==> config.mk <==
export PLATFORM = sky130hd
export DESIGN_NAME = portb_ctrl
export DESIGN_NICKNAME = d
export VERILOG_FILES = /design/src/rtl/portb_pkg.sv /design/src/rtl/portb_sync2.sv /design/src/rtl/portb_ctrl.sv
export SDC_FILE = /design/constraint.sdc
export NUM_CORES = 1
export LEC_CHECK = 0
export ABC_CLOCK_PERIOD_IN_PS = 5000
export CAP_MARGIN = 20
export CORE_MARGIN = 2
export CORE_UTILIZATION = 58
export DETAILED_ROUTE_END_ITERATION = 12
export PLACE_DENSITY_LB_ADDON = 0.05
export SLEW_MARGIN = 15
export SYNTH_ARGS = -nofsm -noshare
export SYNTH_HDL_FRONTEND = slang
export SYNTH_SLANG_ARGS = --single-unit
==> constraint.sdc <==
create_clock -name clock -period 5 [get_ports clock]
set_input_delay 0.75 -clock clock [delete_from_list [all_inputs] [get_ports clock]]
set_output_delay 0.75 -clock clock [all_outputs]
set_load 0.01 [all_outputs]
==> src/rtl/portb_pkg.sv <==
// Shared op codes, default register map, FSM state type and the
// read-modify-write helper for the PORTB controller.
package portb_pkg;

  localparam logic [1:0] OP_WRITE  = 2'b00;
  localparam logic [1:0] OP_SET    = 2'b01;
  localparam logic [1:0] OP_CLEAR  = 2'b10;
  localparam logic [1:0] OP_TOGGLE = 2'b11;

  localparam logic [7:0] DEF_ADDR_PINB  = 8'h23;
  localparam logic [7:0] DEF_ADDR_DDRB  = 8'h24;
  localparam logic [7:0] DEF_ADDR_PORTB = 8'h25;

  typedef enum logic [1:0] {
    IDLE   = 2'b00,
    GRANT  = 2'b01,
    COMMIT = 2'b10
  } state_t;

  typedef enum logic {
    GNT_CPU = 1'b0,
    GNT_TMR = 1'b1
  } grant_t;

  function automatic logic [7:0] apply_op(input logic [1:0] op,
                                          input logic [7:0] cur,
                                          input logic [7:0] mask);
    logic [7:0] res;
    case (op)
      OP_WRITE:  res = mask;
      OP_SET:    res = cur | mask;
      OP_CLEAR:  res = cur & ~mask;
      OP_TOGGLE: res = cur ^ mask;
      default:   res = cur;
    endcase
    return res;
  endfunction

endpackage

==> src/rtl/portb_sync2.sv <==
// Eight-bit two-flop synchronizer for the asynchronous PINB pin levels.
module portb_sync2 (
  input  logic       clock,
  input  logic       reset,
  input  logic [7:0] d,
  output logic [7:0] q
);

  logic [7:0] meta;

  // two-stage capture; the first stage may go metastable
  always_ff @(posedge clock or posedge reset) begin
    if (reset) begin
      meta <= 8'h00;
      q    <= 8'h00;
    end else begin
      meta <= d;
      q    <= meta;
    end
  end

endmodule

==> src/rtl/portb_ctrl.sv <==
// PORTB register block arbitrating a CPU bus and a timer toggle source
// through a three-state IDLE/GRANT/COMMIT transaction engine.
module portb_ctrl
  import portb_pkg::*;
#(
  parameter logic [7:0] ADDR_PINB  = DEF_ADDR_PINB,
  parameter logic [7:0] ADDR_DDRB  = DEF_ADDR_DDRB,
  parameter logic [7:0] ADDR_PORTB = DEF_ADDR_PORTB
) (
  input  logic       clock,
  input  logic       reset,
  input  logic       cpu_req,
  input  logic       cpu_we,
  input  logic [7:0] cpu_addr,
  input  logic [1:0] cpu_op,
  input  logic [7:0] cpu_wdata,
  output logic       cpu_ack,
  output logic [7:0] cpu_rdata,
  input  logic       tmr_req,
  input  logic [7:0] tmr_mask,
  output logic       tmr_ack,
  input  logic [7:0] pinb_in,
  output logic       PORTB_write_en,
  output logic [7:0] PORTB_data,
  output logic [7:0] ddrb
);

  state_t     state;
  state_t     state_next;
  grant_t     last_grant;
  grant_t     grant;
  grant_t     pick;

  logic       txn_we;
  logic [7:0] txn_addr;
  logic [1:0] txn_op;
  logic [7:0] txn_wdata;
  logic [7:0] txn_mask;

  logic [7:0] shadow;
  logic [7:0] pinb_sync;
  logic [7:0] new_shadow;
  logic [7:0] new_ddrb;
  logic [7:0] rd_val;
  logic       do_strobe;

  portb_sync2 u_sync (
    .clock (clock),
    .reset (reset),
    .d     (pinb_in),
    .q     (pinb_sync)
  );

  // state register
  always_ff @(posedge clock or posedge reset) begin
    if (reset) begin
      state <= IDLE;
    end else begin
      state <= state_next;
    end
  end

  // next-state: every transaction takes exactly three cycles
  always_comb begin
    state_next = state;
    case (state)
      IDLE: begin
        if (cpu_req || tmr_req) begin
          state_next = GRANT;
        end else begin
          state_next = IDLE;
        end
      end
      GRANT:   state_next = COMMIT;
      COMMIT:  state_next = IDLE;
      default: state_next = IDLE;
    endcase
  end

  // arbitration; a tie goes to whichever side did not win last time
  always_comb begin
    pick = GNT_CPU;
    if (cpu_req && tmr_req) begin
      if (last_grant == GNT_TMR) begin
        pick = GNT_CPU;
      end else begin
        pick = GNT_TMR;
      end
    end else if (tmr_req) begin
      pick = GNT_TMR;
    end else begin
      pick = GNT_CPU;
    end
  end

  // latch winner and request fields so later input changes are ignored
  always_ff @(posedge clock or posedge reset) begin
    if (reset) begin
      last_grant <= GNT_TMR;
      grant      <= GNT_CPU;
      txn_we     <= 1'b0;
      txn_addr   <= 8'h00;
      txn_op     <= 2'b00;
      txn_wdata  <= 8'h00;
      txn_mask   <= 8'h00;
    end else if (state == IDLE && (cpu_req || tmr_req)) begin
      last_grant <= pick;
      grant      <= pick;
      txn_we     <= cpu_we;
      txn_addr   <= cpu_addr;
      txn_op     <= cpu_op;
      txn_wdata  <= cpu_wdata;
      txn_mask   <= tmr_mask;
    end else begin
      last_grant <= last_grant;
      grant      <= grant;
    end
  end

  // transaction decode evaluated while in GRANT
  always_comb begin
    new_shadow = shadow;
    new_ddrb   = ddrb;
    rd_val     = 8'h00;
    do_strobe  = 1'b0;
    if (grant == GNT_TMR) begin
      new_shadow = shadow ^ txn_mask;
      do_strobe  = 1'b1;
    end else if (txn_we) begin
      if (txn_addr == ADDR_PORTB) begin
        new_shadow = apply_op(txn_op, shadow, txn_wdata);
        do_strobe  = 1'b1;
      end else if (txn_addr == ADDR_DDRB) begin
        new_ddrb = apply_op(txn_op, ddrb, txn_wdata);
      end else if (txn_addr == ADDR_PINB) begin
        // PINB writes always toggle, whatever op the CPU asked for
        new_shadow = shadow ^ txn_wdata;
        do_strobe  = 1'b1;
      end else begin
        new_shadow = shadow;
      end
    end else begin
      if (txn_addr == ADDR_PORTB) begin
        rd_val = shadow;
      end else if (txn_addr == ADDR_DDRB) begin
        rd_val = ddrb;
      end else if (txn_addr == ADDR_PINB) begin
        rd_val = pinb_sync;
      end else begin
        rd_val = 8'h00;
      end
    end
  end

  // commit: state and all outputs registered on the GRANT->COMMIT edge
  always_ff @(posedge clock or posedge reset) begin
    if (reset) begin
      shadow         <= 8'h00;
      ddrb           <= 8'h00;
      cpu_ack        <= 1'b0;
      tmr_ack        <= 1'b0;
      cpu_rdata      <= 8'h00;
      PORTB_write_en <= 1'b0;
      PORTB_data     <= 8'h00;
    end else if (state == GRANT) begin
      shadow         <= new_shadow;
      ddrb           <= new_ddrb;
      cpu_ack        <= (grant == GNT_CPU);
      tmr_ack        <= (grant == GNT_TMR);
      cpu_rdata      <= (grant == GNT_CPU) ? rd_val : 8'h00;
      PORTB_write_en <= do_strobe;
      PORTB_data     <= do_strobe ? new_shadow : 8'h00;
    end else begin
      cpu_ack        <= 1'b0;
      tmr_ack        <= 1'b0;
      cpu_rdata      <= 8'h00;
      PORTB_write_en <= 1'b0;
      PORTB_data     <= 8'h00;
    end
  end

endmodule

==> results.md, run 1 <==
- The signed area change from the synthesized netlist to the final layout is 21.8%.
- Counting flops with a built-in enable in the synthesized netlist gives 0.
- The clock drives a little over 80 sinks.
- The total setup violations reported at the end of the flow is 0.
- The routability-driven placement congestion ratio is 0.808.
- The via count of the first global-routing pass is between 3,000 and 4,000.
- The clock tree root buffer cell is clkbuf_8.
- The first-pass GRT wire length is roughly 15,000 um.
- The region available for standard cell placement spans 7210 um2.
- The leakage power total is 2.31 nW.
- The number of slew-limit violations in the final report is 0.
- The run finished with clean final reports.
- The share of synthesized registers carrying an async set or reset is between 90% and 100%.
- The routed layout has around 3,000 vias.
- The total negative slack is 0 ns.
- Post-CTS timing repair inserted 0 buffers for setup.
- The mean area per synthesized cell is 11.4 um2.
- Post-CTS repair changed the size of 0 cells.
- The worst hold path depth is 0.
- The synthesis-stage register bit count is 82.
- The horizontal die dimension is 89.9 um.
- The count of routing violations after the opening detailed-route iteration is ~140.
- Entering global routing, the biggest net connects 44 pins.
- The number of input and output port buffers inserted is 65.
- The number of hold violations in the final report was 0.
- The residual overflow from global routing is 0.
- The clock tree skew after final layout is slightly below 0.008 ns.
- The count of hold-fix buffers inserted at cts is 0.
- The area occupied by registers is between 2000 and 2500 um2.
- Dividing the final minimum period by the clock period gives about half.
- Of the cells placed in the final design, the portion with a size suffix greater than 1 is about 14%.
- At the pin with the least slew margin, the transition time is around 0.88 ns.
- The die area is ~8100 um2.
- The worst slew slack as a fraction of its limit is 41.1%.
- The number of filler instances in the final layout is 559.
- The initialized floorplan defines 31 standard-cell rows.
- The fraction of the yosys area taken by sequential cells is about 48%.
- The wire length reported by the detailed router is between 8000 and 9000 um.
- STA puts the critical path data required time at 5.24 ns.
- The worst path arrival time is around 2.7 ns.
- The detail route stage leaves a number of antenna-violating nets equal to 0.
- The number of nets in the synthesized netlist is between 400 and 500.
- The average via count per standard cell is ~5.6.
- In this run the number of H-tree levels came out at 3.
- Counting along the longest clock path gives a buffer depth of 2.
- The dominant register cell in the synthesized netlist is dfrtp_1.
- Of all nets on the critical path, the largest fanout is 9.
- The initial antenna violation count was 0.
- The worst reg-to-reg path cell count is 4.
- The post-CTS clock slew at the launch and capture registers of the worst setup and hold paths is about 0.080 ns.
- For this design the top-level I/O count stands at 66.
- TritonCTS built the clock tree.
- In the final routed layout, each cell accounts on average for 16.0 um.
- The share of the core filled with cells in the final layout is between 70% and 80%.
- Dividing total power by cell area gives a power density of ~550 nW/um2.
- The category of the critical setup timing path is reg -> reg.
- The TritonCTS buffer count is 9.
- The post-synthesis instance total is approximately 380.
- Across the VDD grid, the largest voltage drop is roughly 0.37 mV.
- STA classifies the critical path startpoint as a flip-flop.
- The number of nets in the final layout is 507.
- The final HPWL from detailed placement is approximately 6400 um.
- The number of unique standard cell types used by synthesis is 47.
- The netlist area before placement is between 4000 and 5000 um2.
- Across every metal layer, demand over resource in global routing totals around 23%.
- Setup repair after global routing left no endpoint under its margin.
- The kind of end point of the critical path is a flip-flop.
- The path type of the worst min-delay path is reg -> reg.
- The number of warning messages in the yosys log is 0.
- Before antenna repair, the detailed router went through 6 iterations.
- The shortest period the worst path allows is 2.42 ns.
- The starting density of the core is between 50% and 60%.
- Timing would allow up to between 0.4 and 0.5 GHz.
- Clock latency on the worst-skew pair, taken at its later pin, is 0.36 ns.
- The area of the multi-input gates is about 2000 um2.
- Max-cap violations in this run came to 0.
- The DRC violation count after routing is 0.
- Measured along the y axis, the die boundary spans 89.9 um.
- The number of diodes added for antenna fixing is 0.
- Across all hold checks on the routed design, the worst slack comes to approximately 0.35 ns.
[cells in the mapped netlist, types with 7 or more instances]
library cell  instances  area (um2)
xor2_1                7        61.3
o221a_2               7        78.8
mux2_2               21         236
o21ai_0              19        95.1
and3_1                7        43.8
ha_1                 32         400
dfrtp_1              81        2030
nand2_1              16        60.1
inv_1                39         146
a22o_1               22         193
nor2_1               26        97.6
clkbuf_1             11        41.3
o32ai_1               7        61.3
a22oi_1               8        60.1
and2_1                8        50.1
[metrics by stage]
step | setup slack (ns) | instances | total power [mW] | cell area [um2]
detailed placement | 2.59 | 523 | 2.39 | 4990
finish | 2.58 | 539 | 2.87 | 5210
floorplan | 2.14 | 375 | 2.03 | 4280
global placement | 2.63 | 523 | 2.32 | 4990
CTS | 2.58 | 538 | 2.86 | 5180
global route | 2.50 | 539 | 3.09 | 5210
[critical path, stage by stage (launching register included)]
cell and delay [ns]:
dfrtp_1 0.39, or3_1 0.48, nor4_4 0.58, and2b_1 0.51
mux2_4 0.34
[path summary, 6_finish.rpt]
kind                           startpoint        endpoint  slack, ns
setup / recovery              txn_addr[4]         ddrb[1]       2.58
hold / removal             u_sync.meta[5]     u_sync.q[5]       0.35
setup reg to reg              txn_addr[4]         ddrb[1]       2.58
hold reg to reg            u_sync.meta[5]     u_sync.q[5]       0.35
max in group asynchronous           reset      last_grant       3.23
min in group asynchronous           reset  u_sync.meta[6]       0.80
[sequential cells by signal (all words and copies together) (netlist names), 2 cells and up]
| name | cells |
|---|---|
| txn_mask | 8 |
| txn_addr | 8 |
| u_sync.meta | 8 |
| shadow | 8 |
| txn_wdata | 8 |
| PORTB_data | 8 |
| u_sync.q | 8 |
| ddrb | 8 |
| state | 2 |
| txn_op | 2 |
| cpu_rdata | 8 |
[per-layer routing]
layer | GRT usage, % | vias up | wire length (um)
met2 | 39.2 | 74 | 4450
met4 | 8.08 | 0 | 137
met1 | 28.6 | 1505 | 3680
li1 | - | 1443 | -
met3 | 4.86 | 13 | 362
met5 | 0 | - | 0
[logic make-up (layout without fill, tap and decap cells)]
kind of cell,after synthesis,count (layout),share of synthesized area [%]
muxes,36,36,11.5
AOI/OAI and AO/OA,79,79,14.1
buffers and inverters,58,123,5.38
DFF,82,82,48.0
xor gates and xnor gates,8,8,1.64
adders and majority gates,32,32,9.36
and+or+nand+nor,80,80,10.0
[layout by cell type (no fill, tap or decap), drive strengths merged, types with 3 or more instances in the layout]
| cell type | count |
|---|---|
| nor2 | 26 |
| nand2 | 16 |
| o21ai | 19 |
| nor2b | 4 |
| mux2i | 3 |
| clkinvlp | 3 |
| and3 | 7 |
| mux4 | 6 |
| a21oi | 3 |
| o21a | 3 |
| ha | 32 |
| and2 | 8 |
| a22oi | 8 |
| clkbuf | 11 |
| clkdlybuf4s50 | 65 |
| xor2 | 7 |
| dfrtp | 81 |
| buf | 3 |
| mux2 | 27 |
| inv | 38 |
| o32ai | 7 |
| a22o | 22 |
| nand2b | 4 |
| o221a | 7 |
[where the power goes]
part           internal [mW]  total (mW)  switching (mW)
Sequential             0.865        1.13           0.264
Combinational          0.669        1.27           0.598
Clock                  0.242       0.474           0.233
[final cells by class]
type,instances,share of cell area [%]
Inverter,40,2.91
Tap cell,99,2.38
Timing Repair Buffer,68,13.3
Clock inverter,4,1.01
Clock buffer,11,2.71
Sequential cell,82,39.4
Multi-Input combinational cell,235,38.3
Power figures use the tool's default switching activity.
==> inputs of run 2 (changes only) <==
ABC_CLOCK_PERIOD_IN_PS = 2100   (was 5000)
CORE_UTILIZATION = 49   (was 58)
clock period = 2.1 ns   (was 5 ns; I/O delays follow)
==> results.md, run 2 (synthesized netlist as in run 1, its figures left out) <==
- The total number of vias came to 3,067 (+1.1%).
- The data required time at the worst endpoint is 2.34 ns (-2.90 ns).
- The average via count per standard cell came to 5.46 (-3.1%).
- The buffer depth of the longest clock path is 2 (unchanged).
- The total net switching power is 2.64 mW (+140%).
- The category of the critical setup timing path is reg -> reg.
- The combinational power share came to 45.4% (+1.3 points).
- The share of layout cells above drive strength 1 is 16.5% (+2.4 points).
- The worst-skew pair later-pin latency is 0.35 ns (about the same).
- The number of slew-limit violations in the final report was 0 (unchanged).
- The worst hold path depth was 0 (unchanged).
- The length of the first detailed-routing pass in iterations is 4 (-2).
- The launch instance of the worst min-delay path is u_sync.meta[4].
- The CTS tree is yes.
- The total negative slack is 0 ns (unchanged).
- The endpoint of the worst hold-timing path is u_sync.q[4].
- The post-layout worst setup margin is 0.152 ns (-2.43 ns).
- The pre-CTS setup slack is 0.0588 ns (-2.53 ns).
- The post-CTS clock slew at the launch and capture registers of the worst setup and hold paths is 0.08 ns (about the same).
- The number of nets in the final layout is 520 (+2.6%).
- Setup repair after global routing left no endpoint under its margin.
- The routed wire length per instance is 16.2 um (+1.2%).
- The routability-driven placement congestion ratio is 0.798 (-1.3%).
- The worst slew slack as a fraction of its limit is 45.9% (+4.7 points).
- The worst reg-to-reg path cell count came to 5 (+1).
- The share of the core filled with cells in the final layout is 62.4% (-9.8 points).
- The die area is 9490 um2 (+18%).
- The count of routing violations after the opening detailed-route iteration is 108 (-21%).
- The total setup violations reported at the end of the flow came to 0 (unchanged).
- The starting density of the core is 49.8% (-9.5 points).
- The clock tree root buffer cell is clkbuf_8.
- The most common cell after layout, fill and taps aside is dfrtp_1.
- The final HPWL from detailed placement is 6610 um (+3.9%).
- The maximum net fanout on the critical path is 8 (-1).
- The setup slack on the worst flop-to-flop path is 0.15 ns (-2.43 ns).
- The min-delay analysis places its worst path in the category reg -> reg.
- The remaining antenna violation count is 0 (unchanged).
- The wire length reported by the detailed router is 9100 um (+5.5%).
- The cell-internal power is 4.44 mW (+150%).
- The capture point of the worst reg-to-reg path is ddrb[1].
- The clock tree skew after final layout is 0.00665 ns (-0.00120 ns).
- The shortest period the worst path allows came to 1.95 ns (-0.470 ns).
- The flow ran to the end, and the final reports show no timing, DRC or antenna violations.
- The overall power consumption is 7.08 mW (+150%).
- The first-pass GRT wire length is 15,800 um (+8.4%).
- The residual overflow from global routing is 0 (unchanged).
- The kind of end point of the critical path is a flip-flop.
- The origin of the critical flop-to-flop path is txn_addr[4].
- The worst setup path is launched from a flip-flop.
- The via count of the first global-routing pass is 3,205 (+5.8%).
- The share of the cycle needed by the critical path after routing is 92.7% (+44 points).
- The floorplan row count is 34 (+9.7%).
- The largest net degree at the start of global routing was 83 (+89%).
- The worst path arrival time is 2.19 ns (-0.47 ns).
- The number of sinks driven by the clock tree is 82 (unchanged).
- The leakage power total was 2.39 nW (+3.7%).
- The count of max-cap constraint violations is 0 (unchanged).
- The boundary pin count is 66 (unchanged).
- The TritonCTS buffer count is 9 (unchanged).
- The maximum clock rate is 0.513 GHz (+24%).
- The number of hold violations in the final report is 0 (unchanged).
- The sequential cell fraction of total power is 37.1% (-2.2 points).
- The worst-margin pin slew came to 0.810 ns (-0.0723 ns).
- The total power per unit cell area came to 1320 nW/um2 (+140%).
- The number of diodes added for antenna fixing is 0 (unchanged).
- The signed area change from the synthesized netlist to the final layout is 25.4%.
- The initial antenna violation count is 0 (unchanged).
- The number of input and output port buffers inserted is 65 (unchanged).
- The share of power burned in the clock network is 17.6% (+1.1 points).
- The placeable core region is 8590 um2 (+19%).
- The DRC violation count after routing is 0 (unchanged).
- The number of setup buffers added after CTS is 0 (unchanged).
- The die height was 97.4 um (+8.4%).
- The peak supply drop is 0.628 mV (+71%).
- The horizontal die dimension came to 97.4 um (+8.4%).
- The switching power share of the total came to 37.3% (-0.88 points).
- The global routing usage summed across all routing layers is 20.8% (-1.9 points).
- The maximum level of the CTS H-tree was 3 (unchanged).
- Leaving out fill and tap cells, the most frequent cells in the layout are dfrtp_1 (81), clkdlybuf4s50_1 (65), inv_1 (38), ha_1 (32), nor2_1 (26).
[run 2: cell types whose count changed in the layout (fill, tap and decap cells not counted), sizes merged]
cell      previous run  this run
buf                  3        16
bufinv               1         2
clkbuf              11        13
clkinvlp             3         1
[run 2: per-layer routing]
| layer | track usage [%] | vias up | part of all wire [%] | wire length [um] |
|---|---|---|---|---|
| met5 | 0 | - | 0 | 0 |
| met4 | 6.30 | 0 | 1.5 | 136 |
| met3 | 4.82 | 12 | 4.3 | 389 |
| met2 | 36.5 | 66 | 53 | 4800 |
| met1 | 25.5 | 1526 | 41 | 3780 |
| li1 | - | 1463 | - | - |
[run 2: per-stage QoR]
step | hold WS (ns) | cells | area [um2]
after floorplan | 0.331 | 375 | 4280
after global placement | 0.333 | 546 | 5140
after detailed placement | 0.335 | 546 | 5140
after CTS | 0.349 | 562 | 5360
after global routing | 0.359 | 562 | 5370
final | 0.351 | 562 | 5370
[run 2: power by group through the flow]
| stage | registers, mW | clock network (mW) | logic (mW) |
|---|---|---|---|
| 2_1_floorplan | 2.48 | 0 | 2.35 |
| 3_3_place_gp | 2.64 | 0 | 3.12 |
| 3_5_place_dp | 2.66 | 0 | 3.23 |
| 4_1_cts | 2.62 | 1.28 | 3.25 |
| 5_1_grt | 2.72 | 1.35 | 3.62 |
| 6_report | 2.62 | 1.24 | 3.21 |
[run 2: critical path: stages, from the launching register on]
cell     delay [ns]
dfrtp_1        0.39
or3_1          0.50
nor4_4         0.30
and2b_1        0.20
buf_12         0.15
mux2_4         0.30
[run 2: worst max-delay path by stage]
stage                startpoint        end  slack [ns]  cells after the start
floorplan           txn_addr[4]    ddrb[1]        0.08                      6
global placement    txn_addr[4]  shadow[0]        0.07                      4
detailed placement  txn_addr[4]  shadow[0]        0.06                      4
CTS                 txn_addr[4]  shadow[0]        0.03                      4
global route        txn_addr[4]    ddrb[1]        0.02                      5
finish              txn_addr[4]    ddrb[1]        0.15                      5
[run 2: cell type report]
| type | instances | area (um2) |
|---|---|---|
| clock buffer | 13 | 149 |
| clock inverter | 3 | 65.1 |
| fill | 709 | 3230 |
| inverter | 40 | 154 |
| multi-input combinational | 235 | 2000 |
| sequential | 82 | 2050 |
| tap | 108 | 135 |
| timing repair buffer | 81 | 808 |
[run 2: what timing repair did]
action / CTS / global route
hold buffers: 0 / 0
endpoints found under the setup margin: 0 / 7
hold endpoints to repair: 0 / 0
resized for setup: 0 / 1
==> inputs of run 3 (changes only) <==
ABC_CLOCK_PERIOD_IN_PS = unset   (was 2100)
GPL_TIMING_DRIVEN = 0   (was unset)
==> results.md, run 3 (synthesized netlist as in run 1, its figures left out) <==
- The largest net degree at the start of global routing is 32 (-61%).
- The worst-margin pin slew is 0.577 ns (-0.233 ns).
- The flow ran to the end, and the final reports show no timing, DRC or antenna violations.
- The total number of vias is 3,182 (+3.7%).
- The tree is rooted in a clkbuf_8.
- The library cell used most frequently in the layout, excluding fill and tap cells, is dfrtp_1.
- The placeable core region is 8590 um2 (unchanged).
- Setup repair after global routing left no endpoint under its margin.
- The count of routing violations after the opening detailed-route iteration was 110 (+1.9%).
- The routed wire length per instance is 17.1 um (+5.6%).
- The remaining antenna violation count is 0 (unchanged).
- The share of the cycle needed by the critical path after routing is 93.9% (+1.2 points).
- The residual overflow from global routing is 0 (unchanged).
- The cell-internal power came to 4.24 mW (-4.5%).
- The maximum clock rate is 0.507 GHz (-1.3%).
- The setup slack on the worst flop-to-flop path is 0.13 ns (-0.03 ns).
- The die area is 9490 um2 (unchanged).
- The peak supply drop was 0.633 mV (+0.68%).
- The share of power burned in the clock network is 16.3% (-1.3 points).
- The floorplan row count came to 34 (unchanged).
- In the layout the commonest cells are dfrtp_1 (81), clkdlybuf4s50_1 (65), inv_1 (38), ha_1 (32), nor2_1 (25).
- The share of the core filled with cells in the final layout is 62.1% (-0.33 points).
- The share of layout cells above drive strength 1 is 15.7% (-0.80 points).
- The count of max-cap constraint violations is 0 (unchanged).
- The worst slew slack as a fraction of its limit came to 61.2% (+15 points).
- The TritonCTS buffer count is 9 (unchanged).
- The number of hold violations in the final report is 0 (unchanged).
- STA classifies the critical path startpoint as a flip-flop.
- The die height came to 97.4 um (unchanged).
- The number of slew-limit violations in the final report is 0 (unchanged).
- The first-pass GRT wire length is 15,700 um (-0.48%).
- The total setup violations reported at the end of the flow is 0 (unchanged).
- The total power per unit cell area is 1310 nW/um2 (-0.67%).
- The post-CTS clock slew at the launch and capture registers of the worst setup and hold paths is 0.08 ns (about the same).
- The slowest library cell on the worst path is dfrtp_1.
- The via count of the first global-routing pass came to 3,273 (+2.1%).
- The worst-skew pair later-pin latency came to 0.35 ns (about the same).
- The length of the first detailed-routing pass in iterations is 4 (unchanged).
- The combinational power share came to 47.0% (+1.6 points).
- The number of sinks driven by the clock tree was 82 (unchanged).
- TritonCTS built the clock tree.
- The wire length reported by the detailed router is 9680 um (+6.3%).
- The final HPWL from detailed placement is 7070 um (+7.0%).
- The number of input and output port buffers inserted was 65 (unchanged).
- The starting density of the core is 49.8% (unchanged).
- The worst reg-to-reg path cell count came to 6 (+1).
- The leakage power total came to 2.36 nW (-1.6%).
- The switching power share of the total is 39.4% (+2.1 points).
- In this run the critical register-to-register path is launched from txn_addr[4].
- STA classifies the critical path endpoint as a flip-flop.
- The count of hold-fix buffers inserted at cts was 0 (unchanged).
- The number of nets in the final layout was 525 (+0.96%).
- The DRC violation count after routing was 0 (unchanged).
- The global routing usage summed across all routing layers was 21.2% (+0.35 points).
- The total net switching power is 2.75 mW (+4.4%).
- The signal on the critical path passes through or3_1, buf_2, nor4_4, and2b_1, buf_6, mux2_4.
- The initial antenna violation count is 0 (unchanged).
- The maximum cell stage delay along the critical path is 0.40 ns (-0.10 ns).
- The data required time at the worst endpoint is 2.33 ns (about the same).
- The maximum level of the CTS H-tree is 3 (unchanged).
- The number of diodes added for antenna fixing is 0 (unchanged).
- The maximum net fanout on the critical path is 8 (unchanged).
- The boundary pin count is 66 (unchanged).
- The sequential cell fraction of total power is 36.7% (-0.4 points).
- The clock tree skew after final layout was 0.00858 ns (+0.00192 ns).
- The shortest period the worst path allows is 1.97 ns (+0.0250 ns).
- The path type of the worst min-delay path is in -> async.
- The worst hold slack is 0.346 ns (-0.00530 ns).
- In this run the critical register-to-register path is captured at ddrb[3].
- The buffer depth of the longest clock path is 2 (unchanged).
- The horizontal die dimension was 97.4 um (unchanged).
- The average via count per standard cell is 5.62 (+3.0%).
- The signed area change from the synthesized netlist to the final layout is 24.7%.
- The critical path is of the reg -> reg type.
- The routability-driven placement congestion ratio is 0.866 (+8.6%).
- The worst path arrival time is 2.21 ns (+0.02 ns).
==> run 3: power groups by stage <==
| stage | combinational (mW) | sequential, mW | clock (mW) |
|---|---|---|---|
| after floorplan | 2.35 | 2.48 | 0 |
| after global placement | 3.10 | 2.57 | 0 |
| after detailed placement | 3.25 | 2.60 | 0 |
| after CTS | 3.29 | 2.57 | 1.17 |
| after global routing | 3.64 | 2.65 | 1.24 |
| final | 3.29 | 2.56 | 1.14 |
==> run 3: stage by stage <==
step | TNS, ns | cells | cell area, um2 | total power, mW | worst slack [ns]
final | 0 | 566 | 5340 | 6.99 | 0.127
after floorplan | 0 | 375 | 4280 | 4.83 | 0.0780
after global placement | -11.73 | 548 | 5070 | 5.68 | -0.332
after global routing | 0 | 566 | 5340 | 7.52 | 0.0377
after CTS | 0 | 567 | 5330 | 7.03 | 0.0117
after detailed placement | -5.70 | 550 | 5110 | 5.85 | -0.341
==> run 3: worst max-delay path: cells and delay by family (launching register included) <==
family | cells | cell delay [ns]
buffers and inverters | 2 | 0.37
and+or+nand+nor | 3 | 0.78
muxes | 1 | 0.31
DFF | 1 | 0.40
==> run 3: worst max path at each step <==
| stage | to | slack, ns | from |
|---|---|---|---|
| floorplan | ddrb[1] | 0.08 | txn_addr[4] |
| global placement | txn_mask[2] | -0.33 | cpu_req |
| detailed placement | txn_mask[1] | -0.34 | cpu_req |
| CTS | PORTB_data[7] | 0.01 | txn_addr[4] |
| global route | ddrb[3] | 0.04 | txn_addr[4] |
| finish | ddrb[3] | 0.13 | txn_addr[4] |
==> run 3: layer usage <==
metal | global-route usage [%] | up-vias | share of wire (%)
li1 | - | 1476 | -
met1 | 26.4 | 1609 | 43
met2 | 35.0 | 81 | 51
met3 | 5.04 | 16 | 4.1
met4 | 9.40 | 0 | 2.2
met5 | 0 | - | 0
==> run 3: repair_timing <==
item | 4_1_cts | 5_1_grt
setup endpoints to repair | 26 | 18
pin swaps | 2 | 0
gates cloned | 0 | 0
setup buffers | 2 | 0
gates resized for setup | 3 | 2
==> run 3: area by class of cell <==
| type | instances | area (um2) |
|---|---|---|
| timing repair buffer | 69 | 706 |
| inverter | 40 | 154 |
| sequential | 82 | 2050 |
| multi-input combinational | 235 | 2020 |
| tap | 108 | 135 |
| fill | 692 | 3260 |
| buffer | 17 | 77.6 |
| clock buffer | 11 | 141 |
| clock inverter | 4 | 52.6 |
